### src/rtl/i2c_pkg.sv
// Shared types and constants for the I2C register target.
package i2c_pkg;
  localparam int I2C_BYTE_W = 8;

  typedef enum logic [3:0] {
    IDLE, ADDR, ADDR_ACK, PTR, PTR_ACK, WDATA, WDATA_ACK, RDATA, MACK, IGNORE
  } i2c_state_e;
endpackage

### src/rtl/i2c_slave_regs_if.sv
// Line-side and register-bus signals of the I2C register target.
interface i2c_slave_regs_if
  import i2c_pkg::*;
#(
  parameter int REG_AW = 4
);
  logic                  scl_i;
  logic                  sda_i;
  logic                  sda_e;
  logic [REG_AW-1:0]     reg_addr;
  logic [I2C_BYTE_W-1:0] reg_wdata;
  logic                  reg_we;
  logic                  reg_re;
  logic [I2C_BYTE_W-1:0] reg_rdata;
  logic                  busy;

  modport slave  (input  scl_i, sda_i, reg_rdata,
                  output sda_e, reg_addr, reg_wdata, reg_we, reg_re, busy);
  modport master (output scl_i, sda_i, reg_rdata,
                  input  sda_e, reg_addr, reg_wdata, reg_we, reg_re, busy);
endinterface

### src/rtl/i2c_line_filter.sv
// Synchronizes and deglitches an SCL/SDA pair; emits SCL edge and START/STOP strobes.
module i2c_line_filter (
  input  logic clk,
  input  logic rst,
  input  logic scl_i,
  input  logic sda_i,
  output logic sda_o,
  output logic scl_rise_o,
  output logic scl_fall_o,
  output logic start_o,
  output logic stop_o
);
  // bit 1 = SCL, bit 0 = SDA; idle bus level is high so reset to ones
  logic [1:0] s1_q, s2_q, s3_q, filt_q, filt_d;
  logic [1:0] agree, rise, fall;

  always_ff @(posedge clk or posedge rst) begin
    if (rst) begin
      s1_q   <= 2'b11;
      s2_q   <= 2'b11;
      s3_q   <= 2'b11;
      filt_q <= 2'b11;
    end else begin
      s1_q   <= {scl_i, sda_i};
      s2_q   <= s1_q;
      s3_q   <= s2_q;
      filt_q <= filt_d;
    end
  end

  always_comb begin
    agree  = ~(s2_q ^ s3_q);
    filt_d = (agree & s2_q) | (~agree & filt_q);
    rise   = filt_d & ~filt_q;
    fall   = ~filt_d & filt_q;
  end

  assign sda_o      = filt_q[0];
  assign scl_rise_o = rise[1];
  assign scl_fall_o = fall[1];
  assign start_o    = fall[0] & filt_q[1] & filt_d[1];
  assign stop_o     = rise[0] & filt_q[1] & filt_d[1];
endmodule

### src/rtl/i2c_slave_regs.sv
// I2C target with a register pointer and auto-incrementing byte register bus.
module i2c_slave_regs
  import i2c_pkg::*;
#(
  parameter logic [6:0] SLV_ADDR = 7'h50,
  parameter int         REG_AW   = 4
) (
  input logic             clk,
  input logic             rst,
  i2c_slave_regs_if.slave bus
);
  logic sda_f, scl_rise, scl_fall, start, stop;

  i2c_line_filter u_filt (
    .clk        (clk),
    .rst        (rst),
    .scl_i      (bus.scl_i),
    .sda_i      (bus.sda_i),
    .sda_o      (sda_f),
    .scl_rise_o (scl_rise),
    .scl_fall_o (scl_fall),
    .start_o    (start),
    .stop_o     (stop)
  );

  i2c_state_e            state_q, state_d;
  logic [3:0]            cnt_q, cnt_d;
  logic [I2C_BYTE_W-1:0] sh_q, sh_d, wdata_q, wdata_d;
  logic [REG_AW-1:0]     ptr_q, ptr_d, addr_q, addr_d;
  logic                  rw_q, rw_d, sda_e_q, sda_e_d, busy_q, busy_d;
  logic                  we_q, we_d, re_q, re_d;
  logic [I2C_BYTE_W-1:0] byte_in;

  assign byte_in = {sh_q[6:0], sda_f};

  always_ff @(posedge clk or posedge rst) begin
    if (rst) begin
      state_q <= IDLE;
      cnt_q   <= '0;
      sh_q    <= '0;
      wdata_q <= '0;
      ptr_q   <= '0;
      addr_q  <= '0;
      rw_q    <= 1'b0;
      sda_e_q <= 1'b0;
      busy_q  <= 1'b0;
      we_q    <= 1'b0;
      re_q    <= 1'b0;
    end else begin
      state_q <= state_d;
      cnt_q   <= cnt_d;
      sh_q    <= sh_d;
      wdata_q <= wdata_d;
      ptr_q   <= ptr_d;
      addr_q  <= addr_d;
      rw_q    <= rw_d;
      sda_e_q <= sda_e_d;
      busy_q  <= busy_d;
      we_q    <= we_d;
      re_q    <= re_d;
    end
  end

  always_comb begin
    state_d = state_q;
    cnt_d   = cnt_q;
    sh_d    = sh_q;
    wdata_d = wdata_q;
    ptr_d   = ptr_q;
    addr_d  = addr_q;
    rw_d    = rw_q;
    sda_e_d = sda_e_q;
    busy_d  = busy_q;
    we_d    = 1'b0;
    re_d    = 1'b0;
    if (stop) begin
      state_d = IDLE;
      sda_e_d = 1'b0;
      busy_d  = 1'b0;
    end else if (start) begin
      state_d = ADDR;
      cnt_d   = '0;
      sda_e_d = 1'b0;
    end else begin
      case (state_q)
        ADDR: if (scl_rise) begin
          sh_d  = byte_in;
          cnt_d = cnt_q + 4'd1;
          if (cnt_q == 4'd7) begin
            cnt_d = '0;
            rw_d  = byte_in[0];
            if (byte_in[7:1] == SLV_ADDR) begin
              state_d = ADDR_ACK;
              busy_d  = 1'b1;
            end else begin
              state_d = IGNORE;
              busy_d  = 1'b0;
            end
          end
        end
        PTR, WDATA: if (scl_rise) begin
          sh_d  = byte_in;
          cnt_d = cnt_q + 4'd1;
          if (cnt_q == 4'd7) begin
            cnt_d = '0;
            if (state_q == PTR) begin
              ptr_d   = byte_in[REG_AW-1:0];
              state_d = PTR_ACK;
            end else begin
              we_d    = 1'b1;
              addr_d  = ptr_q;
              wdata_d = byte_in;
              ptr_d   = ptr_q + REG_AW'(1);
              state_d = WDATA_ACK;
            end
          end
        end
        // cnt marks whether the ACK is already on the line (0: first fall drives it)
        ADDR_ACK, PTR_ACK, WDATA_ACK: begin
          if (scl_fall) begin
            if (cnt_q == 4'd0) begin
              sda_e_d = 1'b1;
              cnt_d   = 4'd1;
            end else begin
              sda_e_d = 1'b0;
              cnt_d   = '0;
              state_d = (state_q == ADDR_ACK) ? PTR : WDATA;
            end
          end else if (scl_rise && state_q == ADDR_ACK && rw_q && cnt_q == 4'd1) begin
            state_d = RDATA;
            cnt_d   = '0;
            re_d    = 1'b1;
            addr_d  = ptr_q;
          end
        end
        RDATA: if (scl_fall) begin
          if (cnt_q != 4'd8) begin
            sda_e_d = ~sh_q[7];
            sh_d    = {sh_q[6:0], 1'b0};
            cnt_d   = cnt_q + 4'd1;
          end else begin
            sda_e_d = 1'b0;
            cnt_d   = '0;
            ptr_d   = ptr_q + REG_AW'(1);
            state_d = MACK;
          end
        end
        MACK: if (scl_rise) begin
          if (!sda_f) begin
            state_d = RDATA;
            cnt_d   = '0;
            re_d    = 1'b1;
            addr_d  = ptr_q;
          end else begin
            state_d = IGNORE;
          end
        end
        IGNORE:  sda_e_d = 1'b0;
        default: ;
      endcase
    end
    // read data comes back one clk after the request
    if (re_q) sh_d = bus.reg_rdata;
  end

  assign bus.sda_e     = sda_e_q;
  assign bus.reg_addr  = addr_q;
  assign bus.reg_wdata = wdata_q;
  assign bus.reg_we    = we_q;
  assign bus.reg_re    = re_q;
  assign bus.busy      = busy_q;
endmodule

### src/flat_wrapper.sv
// flat-port wrapper written by rule: the top's interface ports become plain ports
module i2c_slave_regs_flat import i2c_pkg::*;
#(
  parameter logic [6:0] SLV_ADDR = 7'h50,
  parameter int         REG_AW   = 4
)
  (clk, rst, bus_scl_i, bus_sda_i, bus_reg_rdata, bus_sda_e, bus_reg_addr, bus_reg_wdata, bus_reg_we, bus_reg_re, bus_busy);
  i2c_slave_regs_if #(.REG_AW(REG_AW)) bus_i ();
  input logic clk;
  input logic rst;
  input wire logic [$bits(bus_i.scl_i)-1:0] bus_scl_i;
  input wire logic [$bits(bus_i.sda_i)-1:0] bus_sda_i;
  input wire logic [$bits(bus_i.reg_rdata)-1:0] bus_reg_rdata;
  output wire logic [$bits(bus_i.sda_e)-1:0] bus_sda_e;
  output wire logic [$bits(bus_i.reg_addr)-1:0] bus_reg_addr;
  output wire logic [$bits(bus_i.reg_wdata)-1:0] bus_reg_wdata;
  output wire logic [$bits(bus_i.reg_we)-1:0] bus_reg_we;
  output wire logic [$bits(bus_i.reg_re)-1:0] bus_reg_re;
  output wire logic [$bits(bus_i.busy)-1:0] bus_busy;
  assign bus_i.scl_i = bus_scl_i;
  assign bus_i.sda_i = bus_sda_i;
  assign bus_i.reg_rdata = bus_reg_rdata;
  assign bus_sda_e = bus_i.sda_e;
  assign bus_reg_addr = bus_i.reg_addr;
  assign bus_reg_wdata = bus_i.reg_wdata;
  assign bus_reg_we = bus_i.reg_we;
  assign bus_reg_re = bus_i.reg_re;
  assign bus_busy = bus_i.busy;
  i2c_slave_regs #(.SLV_ADDR(SLV_ADDR), .REG_AW(REG_AW)) u_core (.clk(clk), .rst(rst), .bus(bus_i));
endmodule
### config.mk
export PLATFORM = sky130hd
export DESIGN_NAME = i2c_slave_regs_flat
export DESIGN_NICKNAME = d
export VERILOG_FILES = /design/src/rtl/i2c_pkg.sv /design/src/rtl/i2c_slave_regs_if.sv /design/src/rtl/i2c_line_filter.sv /design/src/rtl/i2c_slave_regs.sv /design/src/flat_wrapper.sv
export SDC_FILE = /design/constraint.sdc
export NUM_CORES = 1
export LEC_CHECK = 0
export ABC_CLOCK_PERIOD_IN_PS = 2800
export CAP_MARGIN = 10
export CORE_MARGIN = 3
export CORE_UTILIZATION = 40
export CTS_CLUSTER_DIAMETER = 150
export DETAILED_ROUTE_END_ITERATION = 6
export PLACE_DENSITY_LB_ADDON = 0.05
export SYNTH_ARGS = -nofsm -noshare
export SYNTH_HDL_FRONTEND = slang
export SYNTH_HIERARCHICAL = 1
export SYNTH_SLANG_ARGS = --single-unit
### constraint.sdc
create_clock -name clk -period 2.8 [get_ports clk]
set_input_delay 0.42 -clock clk [delete_from_list [all_inputs] [get_ports clk]]
set_output_delay 0.42 -clock clk [all_outputs]
set_load 0.02 [all_outputs]
### Word-level counts from Yosys, hierarchy flattened

Index checks and enable logic that the tools add are counted.

* $add $sub $neg: 2
* equal/unequal tests: 43
* multiplexer cells: 75
* bitwise gates (word level): 18
* reductions and logical operators: 25

Operators with widths (count)
* $mux 4: 35
* $mux 8: 6
* $ne 4x2->1 const B: 7
* $mux 1: 25
* $eq 4x3->1 const B: 5
* $ne 2x2->1 const B: 10
* $pmux 4 s5: 1
* $reduce_and 10->1: 2
* $pmux 4 s4: 1
* $pmux 8 s2: 1
* $reduce_and 7->1: 2
* $ne 3x2->1 const B: 4
* $pmux 4 s3: 1
* $reduce_and 6->1: 2
* $reduce_bool 5->1: 2
* $ne 3x1->1 const B: 3
* $add 4x1->4 const B: 2
* $and 2x2->2: 4
* $eq 4x1->1 const B: 2
* $eq 4x2->1 const B: 2
* $eq 4x4->1 const B: 2
* $ne 4x1->1 const B: 2
* $not 2->2: 4
* $pmux 4 s2: 1
* 23 further kinds: 37

* register bits: 45
* input bits: 12
* output and inout port bits: 16
* logic and storage cells: 178

### Logic depth before layout (Yosys ltp)

* depth after elaboration: 14
* mapped depth: 8
* mapped depth without buffers: 8

### Modules after synthesis

The synthesis kept the hierarchy.

By module, submodules not included
* i2c_slave_regs: instances 1, cells an instance 234, area each 2298.5 um2, sequential area each 925.9 um2
* i2c_line_filter: instances 1, cells an instance 18, area each 281.5 um2, sequential area each 210.2 um2

### Worst setup path before layout

OpenSTA, ideal clock, no wires.

* path kind: flip-flop to flip-flop
* start: reg u_core.u_filt.filt_q[1]
* end: reg u_core.state_q[1]
* setup time: 0.073 ns
* data arrival time: 2.236 ns
* data required time: 2.727 ns
* slack: 0.491 ns
* stages on the path, launching flop included: 8
* buffers on the path: 0
* clock period less this slack: 2.309 ns
* cell sequence: dfstp_2 nor3b_1 and3_1 a211oi_1 a41oi_1 nand4_4 a2111o_1 a21oi_2

* word-level cells in the longest chain between the ends: 8
* elaborated cells between the ends (all ways): 28
* those cells by class: 9 x eq/ne; 4 x mux; 10 x bitwise; 5 x reduce/logical

Ends and longest elaborated chain
* start: declaration: line i2c_line_filter.sv:14 `logic [1:0] s1_q, s2_q, s3_q, filt_q, filt_d;`
* start signal: assignment: line i2c_line_filter.sv:27 `filt_q <= filt_d;`
* $and 2x2->2: line i2c_line_filter.sv:33 `filt_d = (agree & s2_q) | (~agree & filt_q);`
* $or 2x2->2: line i2c_line_filter.sv:33
* $not 2->2: line i2c_line_filter.sv:35 `fall = ~filt_d & filt_q;`
* $and 2x2->2 *: line i2c_line_filter.sv:35
* named net u_core.scl_fall: line i2c_slave_regs.sv:12 `logic sda_f, scl_rise, scl_fall, start, stop;`
* $mux 4: line i2c_slave_regs.sv:120 `if (scl_fall) begin`
* $pmux 4 s5: line i2c_slave_regs.sv:85 `case (state_q)`
* $mux 4: line i2c_slave_regs.sv:80 `end else if (start) begin`
* $mux 4: line i2c_slave_regs.sv:76 `if (stop) begin`
* end signal: assignment: line i2c_slave_regs.sv:50 `state_q <= state_d;`
* end: declaration: line i2c_slave_regs.sv:26 `i2c_state_e state_q, state_d;`

The timed path passes the listed nets; every way through them passes the cells marked *.
A chain may end at the register's enable or synchronous reset.

### Final worst setup path

* start: reg u_core.u_filt.filt_q[0]
* end: reg u_core.wdata_q[3] (netlist: u_core/bus.reg_wdata[3])

* elaborated cells between the ends (all ways): 13
* those cells by class: 12 x bitwise; 1 x reduce/logical

RTL lines
* $and 2x2->2: line i2c_line_filter.sv:33
* $or 2x2->2: line i2c_line_filter.sv:33
* $and 2x2->2 *: line i2c_line_filter.sv:34 `rise = filt_d & ~filt_q;`
* $and 1x1->1 * (2 in series): line i2c_line_filter.sv:42 `assign stop_o = rise[0] & filt_q[1] & filt_d[1];`
* named net u_core.stop: line i2c_slave_regs.sv:12
* $not 1->1 (no line) *
* $reduce_and 6->1 (no line) *
* end signal: assignment: line i2c_slave_regs.sv:53 `wdata_q <= wdata_d;`
* end: declaration: line i2c_slave_regs.sv:28 `logic [I2C_BYTE_W-1:0] sh_q, sh_d, wdata_q, wdata_d;`

Marked as above.

==> impl_metrics.json <==
{
  "vias_per_cell": 5.84,
  "dr_total_vias": 2098,
  "p_leak_nw": 1.18,
  "grt_setup_unrepaired": "false",
  "worst_setup_path_start_kind": "register",
  "yosysTopAreaCellShare_pct": 35.9,
  "timing.critical_path.to_type": "register",
  "final_cell_mix": "sky130_fd_sc_hd__dfrtp_1 (37), sky130_fd_sc_hd__clkdlybuf4s50_1 (27), sky130_fd_sc_hd__nand2_1 (23)",
  "post_synthesis_cell_count": 252,
  "detailedPlace.worstSlack_ps": 492,
  "first_global_vias": 2020,
  "place.gp.congestion": 0.866,
  "grt_antenna_before_repair": 0,
  "drtAntennaViolNets": 0,
  "tightest_slew_ps": 613,
  "floorplan.die.height_um": 86.3,
  "grt_first_pass_wirelength_mm": 10.4,
  "final_setup_violations": 0,
  "clk-insertion-delay-late_ps": 300,
  "tritoncts.num_buffers": 5,
  "layout_min_cycle_time_ps": 2310,
  "share_of_layout_cells_above_drive_strength_1_pct": 19.0,
  "mapped_area_um2": 2580,
  "finClkSkew_ps": 5.39,
  "routed_length_per_placed_instance_um": 16.7,
  "postLayoutCoreUtil_pct": 49.7,
  "tritoncts": "built",
  "global_route_total_usage_across_every_layer_pct": 17.9,
  "drv_cap": 0,
  "worstPathBufferInverterCount": 0,
  "worst_ep_arrival_time_ps": 2500,
  "die-width_um": 86.3,
  "postRouteWirelength_mm": 6.00,
  "fmax_ghz": 0.433,
  "sequential_fraction_of_the_synthesis_area_pct": 44.0,
  "hold_buffers": 0,
  "post_synth_edffs": 0,
  "synth_seq_cells": 45,
  "final.hold.worst_slack_ps": 359,
  "worst_path_largest_cell_delay_ps": 690,
  "worstHoldPathType": "reg2reg",
  "area_growth_pct": 17.5,
  "numClockSinks": 45,
  "clock_tree.htree_level_count": 2,
  "power_density_nw_per_um2": 753,
  "post-route-period-util_pct": 82.4,
  "cp.required_ps": 2990,
  "core_area_um2": 6100,
  "dr.pass1.iters": 5,
  "slowest_stage": "sky130_fd_sc_hd__dfstp_2",
  "placedInstanceArea_um2": 2950,
  "leading_register_cell_type_out_of_synthesis": "sky130_fd_sc_hd__dfrtp_1",
  "worst_slew_margin_rel_pct": 58.8,
  "antenna_cells_inserted": 0,
  "run_status": "complete, no violations",
  "drt_iter0_markers": 258,
  "timing.final.max_slew_violations": 0,
  "fin_nets": 299,
  "path_clk_slew_ps": 80,
  "timing.final.ws_setup_ps": 492,
  "postCtsSetupRepairBufs": 0,
  "clockBufferDepth": 2,
  "grt.overflow.total": 0,
  "post-route-drc-count": 0,
  "cts-resized-gates": 0,
  "critPathKind": "reg2reg",
  "dieArea_um2": 7450,
  "hold_violations": 0,
  "synth-async-reset-ratio_pct": 100,
  "post_synth.cell_area_avg_um2": 10.2,
  "timing.critical_path.max_delay_family": "simple AND/OR/NAND/NOR gates",
  "final.setup.tns_ps": 0,
  "ctsRootBufferMaster": "sky130_fd_sc_hd__clkbuf_8",
  "std_cell_rows": 28,
  "layout_commonest_cell": "sky130_fd_sc_hd__dfrtp_1",
  "synth.lib_cells_used.distinct": 68,
  "yosys-top-cells-area": "sky130_fd_sc_hd__dfrtp_1 (36%), sky130_fd_sc_hd__dfstp_2 (8.1%), sky130_fd_sc_hd__mux2_2 (5.7%)",
  "grt_start_max_net_pins": 38,
  "synth_top_area_cell": "sky130_fd_sc_hd__dfrtp_1",
  "initial_utilization_pct": 42.3,
  "path_max_fanout": 13,
  "yosysWarningCount": 6,
  "vdd.ir_drop.worst_mv": 0.345,
  "ios": 28,
  "synth_nets": 268,
  "port_buffers": 27,
  "cell_by_cell_trace_of_the_critical_path": "nor3_1 -> or2_2 -> nor4_4 -> mux2_2",
  "final_cell_area_um2": 3030,
  "detailed_place_hpwl_mm": 4.23
}
[synth_stat cells, drive strengths merged, types with 2 or more instances]
cell / instances
nand3: 7
mux2i: 11
nor4: 6
dfstp: 8
o32ai: 2
nand4b: 2
mux2: 13
ha: 4
o21a: 2
nand2: 23
clkbuf: 4
buf: 8
nand4: 3
a31oi: 3
maj3: 2
nor2: 16
or3: 2
inv: 9
o21bai: 2
nor2b: 5
nor3: 6
o211ai: 3
nand3b: 3
a32oi: 2
o22ai: 2
dfrtp: 37
nand2b: 6
and3: 3
o21ai: 16
a211oi: 2
or2: 3
a221oi: 2
a22oi: 3
a21oi: 11
[cell type report]
type	instances	area [um2]
clock buffer	7	76.3
clock inverter	1	7.51
fill	603	3070
inverter	9	33.8
multi-input combinational	186	1350
sequential	45	1140
tap	75	93.8
timing repair buffer	36	338
[state kept, by name (all words and copies together), names as in the netlist, 2 cells and up]
register	flops
u_core/ptr_q	4
u_core/u_filt/s2_q	2
u_core/cnt_q	4
u_core/state_q	4
u_core/bus.reg_wdata	8
u_core/u_filt/s3_q	2
u_core/u_filt/filt_q	2
u_core/u_filt/s1_q	2
u_core/sh_q	8
u_core/bus.reg_addr	4
[kinds of logic after synthesis]
| family | synth area share, % |
|---|---|
| simple gates | 21.0 |
| compound gates | 18.1 |
| flops | 44.0 |
| mux | 9.94 |
| buf+inv | 3.83 |
| fa+ha+maj | 2.72 |
| xor+xnor | 0.340 |
[per-stage QoR]
stage | power, mW | cells
finish | 2.28 | 359
global route | 2.46 | 359
CTS | 2.29 | 359
detailed placement | 1.87 | 351
global placement | 1.90 | 351
floorplan | 1.66 | 252
[worst paths after layout]
path                                         startpoint                      end  slack [ps]  cells past startpoint
worst max-delay path            u_core/u_filt/filt_q[0]  u_core/bus.reg_wdata[3]         490                      4
worst min-delay path              u_core/u_filt/s1_q[0]    u_core/u_filt/s2_q[0]         360                      0
worst max register to register  u_core/u_filt/filt_q[0]  u_core/bus.reg_wdata[3]         490                      4
worst min register to register    u_core/u_filt/s1_q[0]    u_core/u_filt/s2_q[0]         360                      0
max in group asynchronous                           rst           u_core/sh_q[4]        1910                      3
min in group asynchronous                           rst           u_core/sh_q[7]         560                      3
[worst register-to-register path, delay by kind of cell (launching register included)]
kind / cells / cell delay (ps)
multiplexers: 1 / 400
AND/OR/NAND/NOR: 3 / 1120
flip-flops: 1 / 690
[per-layer routing]
layer  vias to the layer above  wire length (um)  global-route usage, %
met5                         -                 0                      0
met4                         0                89                   6.52
met3                         9               423                   3.52
met2                        94              2690                   25.9
met1                       992              2800                   26.4
li1                       1003                 -                      -
[report_power, final]
part,switching (mW),leakage [nW],total (mW),internal [mW]
Combinational,0.507,0.579,0.908,0.401
Sequential,0.214,0.558,0.971,0.758
Clock,0.227,0.0385,0.404,0.177
Total,0.947,1.18,2.28,1.34
No activity file was read; power rests on OpenSTA's default activity.
